`config.mk`:
```
export PLATFORM = sky130hd
export DESIGN_NAME = fact_seq_engine_flat
export DESIGN_NICKNAME = d
export VERILOG_FILES = /design/src/rtl/fact_pkg.sv /design/src/rtl/fact_seq_engine_if.sv /design/src/rtl/fact_req_fifo.sv /design/src/rtl/fact_seq_engine.sv /design/src/flat_wrapper.sv
export SDC_FILE = /design/constraint.sdc
export NUM_CORES = 1
export LEC_CHECK = 0
export CAP_MARGIN = 20
export CORE_UTILIZATION = 55
export DETAILED_ROUTE_END_ITERATION = 8
export GPL_TIMING_DRIVEN = 0
export PLACE_DENSITY = 0.75
export SLEW_MARGIN = 5
export SYNTH_ARGS = -nofsm -noshare
export SYNTH_HDL_FRONTEND = slang
export SYNTH_SLANG_ARGS = --single-unit
```
`constraint.sdc`:
```
create_clock -name clk -period 6.02 [get_ports clk]
set_input_delay 1.204 -clock clk [delete_from_list [all_inputs] [get_ports clk]]
set_output_delay 1.204 -clock clk [all_outputs]
set_load 0.005 [all_outputs]
```
`src/rtl/fact_pkg.sv`:
```
// Shared types and constants for the buffered factorial engine.
package fact_pkg;

  typedef enum logic [1:0] {
    IDLE,
    MUL,
    DONE
  } state_t;

  // Largest n whose factorial still fits in 32 bits.
  localparam int FACT_MAX_NO_OVF_32 = 12;

endpackage

```
`src/rtl/fact_seq_engine_if.sv`:
```
// Request/result handshake bundle between a producer/consumer and fact_seq_engine.
interface fact_seq_engine_if #(
  parameter int DATA_W = 32,
  parameter int N_W    = 5
);

  logic              in_valid;
  logic              in_ready;
  logic [N_W-1:0]    in_n;
  logic              out_valid;
  logic              out_ready;
  logic [DATA_W-1:0] out_fact;
  logic              out_ovf;
  logic [N_W-1:0]    out_n;
  logic              busy;

  modport slave (
    input  in_valid, in_n, out_ready,
    output in_ready, out_valid, out_fact, out_ovf, out_n, busy
  );

  modport master (
    output in_valid, in_n, out_ready,
    input  in_ready, out_valid, out_fact, out_ovf, out_n, busy
  );

endinterface

```
`src/rtl/fact_req_fifo.sv`:
```
// Request queue for the factorial engine; pointers carry an extra wrap bit so
// full and empty are distinguished without a separate counter.
module fact_req_fifo #(
  parameter int W     = 5,
  parameter int DEPTH = 4
) (
  input  logic         clk,
  input  logic         rst_n,
  input  logic         push,
  input  logic [W-1:0] din,
  input  logic         pop,
  output logic [W-1:0] dout,
  output logic         full,
  output logic         empty
);

  localparam int          AW      = $clog2(DEPTH);
  localparam logic [AW:0] PTR_ONE = 1;

  logic [W-1:0] mem [DEPTH];
  logic [AW:0]  wr_ptr;
  logic [AW:0]  rd_ptr;

  assign empty = (wr_ptr == rd_ptr);
  assign full  = (wr_ptr[AW] != rd_ptr[AW]) && (wr_ptr[AW-1:0] == rd_ptr[AW-1:0]);
  assign dout  = mem[rd_ptr[AW-1:0]];

  // NOTE: state registers use non-blocking assignments so every flop samples pre-edge values.
  always_ff @(posedge clk or negedge rst_n) begin
    if (!rst_n) begin
      wr_ptr <= '0;
      rd_ptr <= '0;
    end else begin
      if (push && !full)  wr_ptr <= wr_ptr + PTR_ONE;
      if (pop  && !empty) rd_ptr <= rd_ptr + PTR_ONE;
    end
  end

  // NOTE: storage is deliberately not reset; the reset pointers make every entry unreadable.
  always_ff @(posedge clk) begin
    if (push && !full) mem[wr_ptr[AW-1:0]] <= din;
  end

endmodule

```
`src/rtl/fact_seq_engine.sv`:
```
// Buffered iterative factorial engine: queued requests, one multiply per clock,
// result held on a valid/ready output with a sticky overflow flag.
module fact_seq_engine
  import fact_pkg::*;
#(
  parameter int DATA_W     = 32,
  parameter int N_W        = 5,
  parameter int FIFO_DEPTH = 4
) (
  input logic               clk,
  input logic               rst_n,
  fact_seq_engine_if.slave  bus
);

  localparam logic [N_W-1:0]    CNT_ONE = 1;
  localparam logic [DATA_W-1:0] ACC_ONE = 1;

  state_t              state;
  state_t              state_nxt;
  logic [N_W-1:0]      head_n;
  logic                q_full;
  logic                q_empty;
  logic                push;
  logic                pop;
  logic [DATA_W-1:0]   acc;
  logic [N_W-1:0]      cnt;
  logic                ovf;
  logic [N_W-1:0]      nreg;
  logic [2*DATA_W-1:0] prod;
  logic                is_done;

  assign bus.in_ready = !q_full && rst_n;
  assign push         = bus.in_valid && bus.in_ready;
  assign pop          = (state == IDLE) && !q_empty;

  fact_req_fifo #(
    .W     (N_W),
    .DEPTH (FIFO_DEPTH)
  ) u_req_fifo (
    .clk   (clk),
    .rst_n (rst_n),
    .push  (push),
    .din   (bus.in_n),
    .pop   (pop),
    .dout  (head_n),
    .full  (q_full),
    .empty (q_empty)
  );

  always_ff @(posedge clk or negedge rst_n) begin
    if (!rst_n) state <= IDLE;
    else        state <= state_nxt;
  end

  // NOTE: default assigned first so no path through the case can infer a latch.
  always_comb begin
    state_nxt = state;
    case (state)
      IDLE:    if (!q_empty)      state_nxt = MUL;
      MUL:     if (cnt <= CNT_ONE) state_nxt = DONE;
      DONE:    if (bus.out_ready) state_nxt = IDLE;
      default:                    state_nxt = IDLE;
    endcase
  end

  // Full-width product so the overflow check sees every carried-out bit.
  assign prod = {{DATA_W{1'b0}}, acc} * {{(2*DATA_W-N_W){1'b0}}, cnt};

  always_ff @(posedge clk or negedge rst_n) begin
    if (!rst_n) begin
      acc  <= '0;
      cnt  <= '0;
      ovf  <= 1'b0;
      nreg <= '0;
    end else begin
      case (state)
        IDLE: begin
          if (!q_empty) begin
            acc  <= ACC_ONE;
            cnt  <= head_n;
            ovf  <= 1'b0;
            nreg <= head_n;
          end
        end
        MUL: begin
          if (cnt > CNT_ONE) begin
            acc <= prod[DATA_W-1:0];
            ovf <= ovf | (|prod[2*DATA_W-1:DATA_W]);
            cnt <= cnt - CNT_ONE;
          end
        end
        default: ;
      endcase
    end
  end

  // Outputs are gated by DONE so a partial accumulator never leaks out.
  assign is_done       = (state == DONE);
  assign bus.out_valid = is_done;
  assign bus.out_fact  = is_done ? acc  : '0;
  assign bus.out_ovf   = is_done ? ovf  : 1'b0;
  assign bus.out_n     = is_done ? nreg : '0;
  assign bus.busy      = (state != IDLE) || !q_empty;

endmodule

```
`src/flat_wrapper.sv`:
```
// flat-port wrapper written by rule: the top's interface ports become plain ports
module fact_seq_engine_flat import fact_pkg::*;
#(
  parameter int DATA_W     = 32,
  parameter int N_W        = 5,
  parameter int FIFO_DEPTH = 4
)
  (clk, rst_n, bus_in_valid, bus_in_n, bus_out_ready, bus_in_ready, bus_out_valid, bus_out_fact, bus_out_ovf, bus_out_n, bus_busy);
  fact_seq_engine_if #(.DATA_W(DATA_W), .N_W(N_W)) bus_i ();
  input logic clk;
  input logic rst_n;
  input wire logic [$bits(bus_i.in_valid)-1:0] bus_in_valid;
  input wire logic [$bits(bus_i.in_n)-1:0] bus_in_n;
  input wire logic [$bits(bus_i.out_ready)-1:0] bus_out_ready;
  output wire logic [$bits(bus_i.in_ready)-1:0] bus_in_ready;
  output wire logic [$bits(bus_i.out_valid)-1:0] bus_out_valid;
  output wire logic [$bits(bus_i.out_fact)-1:0] bus_out_fact;
  output wire logic [$bits(bus_i.out_ovf)-1:0] bus_out_ovf;
  output wire logic [$bits(bus_i.out_n)-1:0] bus_out_n;
  output wire logic [$bits(bus_i.busy)-1:0] bus_busy;
  assign bus_i.in_valid = bus_in_valid;
  assign bus_i.in_n = bus_in_n;
  assign bus_i.out_ready = bus_out_ready;
  assign bus_in_ready = bus_i.in_ready;
  assign bus_out_valid = bus_i.out_valid;
  assign bus_out_fact = bus_i.out_fact;
  assign bus_out_ovf = bus_i.out_ovf;
  assign bus_out_n = bus_i.out_n;
  assign bus_busy = bus_i.busy;
  fact_seq_engine #(.DATA_W(DATA_W), .N_W(N_W), .FIFO_DEPTH(FIFO_DEPTH)) u_core (.clk(clk), .rst_n(rst_n), .bus(bus_i));
endmodule
```
==> Word level (Yosys, flattened, before mapping) <==
Memory sizes are Yosys's and may differ from the RTL's.
Index checks and enable logic that the tools add are counted.
{ "word_totals": {"n_memories": 1, "ff_bits": 51, "latchBits": 0, "output_inout_bits": 41, "elab_cells": 59, "rom_bits": 0, "mem_bits_rw": 20} }
{ "memory_table": {"columns": ["memory", "depth", "width", "rd", "rd_clocked_by_memory_dff", "write_ports", "line", "rtl"], "rows": [
  ["u_core.u_req_fifo.mem", 4, 5, 1, 0, 1, "fact_req_fifo.sv:20", "logic [W-1:0] mem [DEPTH];"]
]} }
{ "classes": {"n_shift": 0, "add_sub_neg": 3, "mux": 18, "n_mul": 1, "n_eq_ne": 9, "div_mod_pow": 0, "n_reduce_logical": 16, "n_bitwise": 2, "order_cmp": 2} }
{ "ops": {"columns": ["operator", "n"], "rows": [
  ["$mux 32", 3],
  ["$pmux 32 s2", 1],
  ["$mul 32x5->37", 1],
  ["$mux 5", 3],
  ["$pmux 5 s2", 1],
  ["$add 3x1->3 const B", 2],
  ["$logic_and 1x1->1", 6],
  ["$mux 2", 3],
  ["$pmux 2 s3", 1],
  ["$reduce_and 3->1", 2],
  ["$gt 5x1->1 const B", 1],
  ["$le 5x1->1 const B", 1],
  ["$mux 1", 5],
  ["$reduce_or 5->1", 1],
  ["$sub 5x1->5 const B", 1],
  ["$ne 2x1->1 const B", 2],
  ["$ne 2x2->1 const B", 2],
  ["$reduce_bool 2->1", 2],
  ["$eq 3x3->1", 1],
  ["$eq 2x1->1 const B", 1],
  ["$eq 2x2->1", 1],
  ["$eq 2x2->1 const B", 1],
  ["$logic_not 1->1", 2],
  ["$logic_not 2->1", 1],
  ["6 further kinds", 6]
]} }

==> Longest topological paths before layout <==
{ "depth": {"word_depth": 8, "ltp_mapped": 20, "mapped_depth_nobuf": 17} }

==> Modules after synthesis <==
Synthesis repeated with hierarchy kept, for this count alone.
{ "hier_totals": {"hier_cells": 938, "area_unflattened_um2": 8430.6} }
{ "modules_own_cells": {"columns": ["module", "n_inst", "area_each_um2", "seq_area_each_um2", "cells_per_inst"], "rows": [
  ["fact_seq_engine", 1, 7184.4, 1126.1, 863],
  ["fact_req_fifo", 1, 1246.2, 750.7, 75]
]} }

==> Worst setup path after synthesis <==
No wires, ideal clock.
{ "synth_path": {"kind": "flip-flop to flip-flop", "from": "register u_core.cnt[2]", "to": "register u_core.acc[30]", "synth_period_minus_slack_ps": 4597, "stages_incl_launch_ff": 18, "t_arrival_ps": 4476, "setup_slack_ps": 1423, "path_buffers": 2, "cell_sequence": "dfrtp_1 -> clkbuf_1 -> clkbuf_1 -> nand2_1 -> fa_1 -> fa_1 -> fa_1 -> inv_1 -> ha_1 -> nor2b_4 -> o31a_1 -> o31a_1 -> o2111ai_2 -> a211oi_1 -> o21ai_2 -> a21oi_1 -> or3_1 -> a32o_1"} }
{ "synth_between": {"elab_chain_cells": 3, "elab_cells_between_ends": 6, "classes_between": "mul: 1; order compare: 1; eq/ne: 1; mux: 2; reduce/logical: 1"} }
{ "synth_lines": {"columns": ["item", "line", "rtl"], "rows": [
  ["start: declaration", "fact_seq_engine.sv:26", "logic [N_W-1:0] cnt;"],
  ["start signal: assignment", "fact_seq_engine.sv:80", "cnt <= head_n;"],
  ["start signal: assignment", "fact_seq_engine.sv:89", "cnt <= cnt - CNT_ONE;"],
  ["$mul 32x5->37 / $gt 5x1->1 (equally long branches)", "fact_seq_engine.sv:67, fact_seq_engine.sv:86", null],
  ["$mux 32 / $ne 2x1->1 (equally long branches)", null, null],
  ["$pmux 32 s2 / $reduce_and 3->1 (equally long branches)", null, null],
  ["end signal: assignment", "fact_seq_engine.sv:87", "acc <= prod[DATA_W-1:0];"],
  ["end: declaration", "fact_seq_engine.sv:25", "logic [DATA_W-1:0] acc;"]
]} }
Several ways; a longest one is shown, not always the timed one. The select of a mux whose other input is x is not followed.
A chain may end at the register's enable or synchronous reset.

==> Worst setup path in the final report <==
{ "layout_path": {"from": "register u_core.cnt[2]", "to": "register u_core.ovf"} }
{ "layout_between": {"elab_chain_cells": 5, "elab_cells_between_ends": 8, "classes_between": "mul: 1; order compare: 1; eq/ne: 1; mux: 2; bitwise: 1; reduce/logical: 2"} }
{ "layout_lines": {"columns": ["item", "line", "rtl"], "rows": [
  ["$mul 32x5->37", "fact_seq_engine.sv:67", "assign prod = {{DATA_W{1'b0}}, acc} * {{(2*DATA_W-N_W){1'b0}}, cnt};"],
  ["$reduce_or 5->1", "fact_seq_engine.sv:88", "ovf <= ovf | (|prod[2*DATA_W-1:DATA_W]);"],
  ["$or 1x1->1", "fact_seq_engine.sv:88", null],
  ["$mux 1", "fact_seq_engine.sv:86", "if (cnt > CNT_ONE) begin"],
  ["$pmux 1 s2", "fact_seq_engine.sv:76", "case (state)"],
  ["end signal: assignment", "fact_seq_engine.sv:88", null],
  ["end: declaration", "fact_seq_engine.sv:27", "logic ovf;"]
]} }
Several ways; a longest one is shown, not always the timed one. The select of a mux whose other input is x is not followed.

==> results.yml <==
floorplan:
  dieHeight_um: 125.5
  std_cell_rows: 44
  pin_count: 50
  die_x_um: 125.5
  start_util_pct: 57.10
  dieArea_um2: 15760
  core_area_um2: 14700
logic_synthesis:
  synth_area_leader_cell: "fa_1"
  synth_nets: 1099
  yosysSeqAreaShare_pct: 22.36
  ys_ff_latch: 71
  yosysWarnings: 0
  synthTopCellsByArea: "fa_1 21%, dfrtp_1 15%, and2_1 12%"
  synth_cell_types: 63
  yosysTopAreaCellShare_pct: 21.47
  synth_flop_cell: "dfrtp_1"
  synth-async-reset-ratio_pct: 71.83
  postSynthCellCount: 948
  synth_edf_count: 20
  synth_area_um2: 8393
  synth_area_per_cell_um2: 8.853
finish:
  drive_gt1_share_pct: 3.846
  fill_cells: 1208
  nets: 1160
  multiInputGateArea_um2: 5847
  diodes: 0
  syn2layout_area_growth_pct: 12.49
  fin_cells: 1198
  fin_util_pct: 64.23
  regArea_um2: 1877
clocking:
  cts_root_buffer: "clkbuf_16"
  postCtsHoldBufs: 0
  cts_tree: "done"
  cts_setup_buffers: 0
  clk_path_buf_depth: 2
  htree_levels: 3
  cts_resized: 0
  cts_buffers: 9
  clk_pin_slew_ns: 0.07
  insertion_delay_ns: 0.35
  cts_num_sinks: 71
status:
  violations: "design-rule violations"
  status: "complete, but fails checks"
worst_setup_path:
  critPathMaxFanout: 10
  worstSetupPathType: "register to register"
  critical_path.startpoint_type: "register"
  r2r.worst_path.cells: 18
  crit_path_end_kind: "register"
  cp.arrival_ns: 5.77
  timing.rr.start: "u_core.cnt[2]"
  crit_start: "u_core.cnt[2]"
  required_ns: 6.25
placement:
  post-dp-hpwl_mm: 16.05
  dp_cells: 1182
  routabilityCongestion: 0.8906
  pre_cts_ws_ns: 0.5892
  io_buffers: 49
drt:
  drc: 5
  wire_per_inst_um: 17.11
  drt_iter0_markers: 568
  vias: 6840
  ant_nets: 0
  drtPass1Iterations: 7
  routed_wl_mm: 20.50
  via_per_inst: 5.710
global_route:
  track_usage_pct: 27.95
  grt_pass1_vias: 6886
  antenna_found_initial: 0
  grt_overflow: 0
  grt_pass1_wl_mm: 34.46
  grt_start_max_net_pins: 33
timing:
  worst_pin_slew_ns: 0.6890
  tns_ns: 0
  setup_slack_ns: 0.4858
  hold_viol_final: 0
  slew_headroom_pct: 54.07
  min_period_ns: 5.534
  rsz0062_at_grt: "false"
  fin_crit_sh_pct: 91.93
  setup_viol: 0
  fin_skew_ns: 0.008648
  max_freq_mhz: 180.7
  slew_viol_final: 0
worst_hold_path:
  whs_path_depth: 1
  hold_class: "register to register"
  hold_start: "u_core.nreg[3]"
job:
  cap_viol_max_count: 0
==> metal layers <==
| metal | vias up | share of wire [%] | wire, um | GRT usage (%) |
|---|---|---|---|---|
| met5 | - | 0 | 0 | 0 |
| met1 | 3384 | 44 | 9008 | 37.23 |
| met4 | 0 | 2.0 | 420 | 8.537 |
| met3 | 30 | 5.9 | 1214 | 4.236 |
| li1 | 3197 | - | - | - |
| met2 | 229 | 48 | 9857 | 47.12 |
==> critical path: stages, from the launching register on <==
cell and delay (ns):
dfrtp_1 0.32, clkbuf_1 0.39, clkbuf_1 0.46, and2_1 0.22, fa_1 0.44, fa_1 0.54, inv_1 0.06, fa_1 0.53
inv_1 0.04, ha_1 0.33, o21ai_0 0.14, o31ai_2 0.38, a21o_2 0.25, o31a_2 0.19, a21oi_2 0.10, o31ai_1 0.49
a31oi_1 0.16, a211oi_1 0.27, a21oi_1 0.11
==> final timing paths <==
| kind | to | slack [ns] |
|---|---|---|
| worst max register to register | u_core.ovf | 0.49 |
| max in group asynchronous | u_core.acc[18] | 4.62 |
| worst min-delay path | u_core.nreg[3] | 0.47 |
| min in group asynchronous | u_core.acc[2] | 0.83 |
| worst min register to register | u_core.nreg[3] | 0.47 |
| worst max-delay path | u_core.ovf | 0.49 |
==> cells in the mapped netlist, types with 9 or more instances <==
master    count
a21o_1       23
a21oi_1      39
a31oi_1       9
and2_1      163
and3_1       11
clkbuf_1     39
dfrtp_1      51
edfxtp_1     20
fa_1         90
ha_1         52
inv_1       133
nand2_1      97
nand3_1      17
nor2_1       22
nor3_1       10
o21ai_0      49
xnor2_1      17
xor2_1       17
==> cell type report <==
type	instances	area share, %
Sequential cell	71	19.88
Clock buffer	9	2.385
Tap cell	184	2.438
Multi-Input combinational cell	700	61.93
Timing Repair Buffer	50	5.354
Inverter	134	5.327
Clock inverter	7	0.9276
Buffer	43	1.763
==> kinds of logic after synthesis <==
group                    synth area share (%)
flip-flops                              22.36
adder cells (fa/ha/maj)                 29.22
multiplexers                            1.953
AO/OA/AOI/OAI                           12.78
AND/OR/NAND/NOR                         22.17
XOR/XNOR                                3.548
buffers and inverters                   7.975
==> registers in the layout, summed over array words and instances, names as in the netlist <==
signal	cells
u_core.acc	32
u_core.u_req_fifo.mem	20
u_core.cnt	5
u_core.nreg	5
u_core.u_req_fifo.rd_ptr	3
u_core.u_req_fifo.wr_ptr	3
u_core.state	2
u_core.ovf	1
==> metrics by stage <==
step	hold WS (ns)	area [um2]
floorplan	0.4374	8393
global placement	0.4666	9114
detailed placement	0.4583	9129
CTS	0.4779	9442
global route	0.5008	9442
finish	0.4735	9442
==> cell usage in the layout, fill, tap and decap left out, types with 6 or more instances in the layout <==
| cell type | synthesis | layout |
|---|---|---|
| nand2_1 | 97 | 97 |
| nor3_1 | 10 | 10 |
| clkdlybuf4s50_1 | 0 | 48 |
| nand2b_1 | 6 | 6 |
| nand3_1 | 17 | 17 |
| and3_1 | 11 | 11 |
| fa_1 | 90 | 90 |
| clkbuf_1 | 39 | 39 |
| edfxtp_1 | 20 | 20 |
| ha_1 | 52 | 52 |
| xor2_1 | 17 | 17 |
| dfrtp_1 | 51 | 51 |
| and2_1 | 163 | 163 |
| a21o_1 | 23 | 23 |
| nor2_1 | 22 | 22 |
| o21ai_0 | 49 | 49 |
| clkbuf_16 | 0 | 9 |
| a21oi_1 | 39 | 39 |
| xnor2_1 | 17 | 17 |
| o31ai_1 | 6 | 6 |
| inv_1 | 133 | 133 |
| a31oi_1 | 9 | 9 |
Power is not shown: default switching activity piles up to over one toggle a cycle in this logic, so the estimate is an artifact.
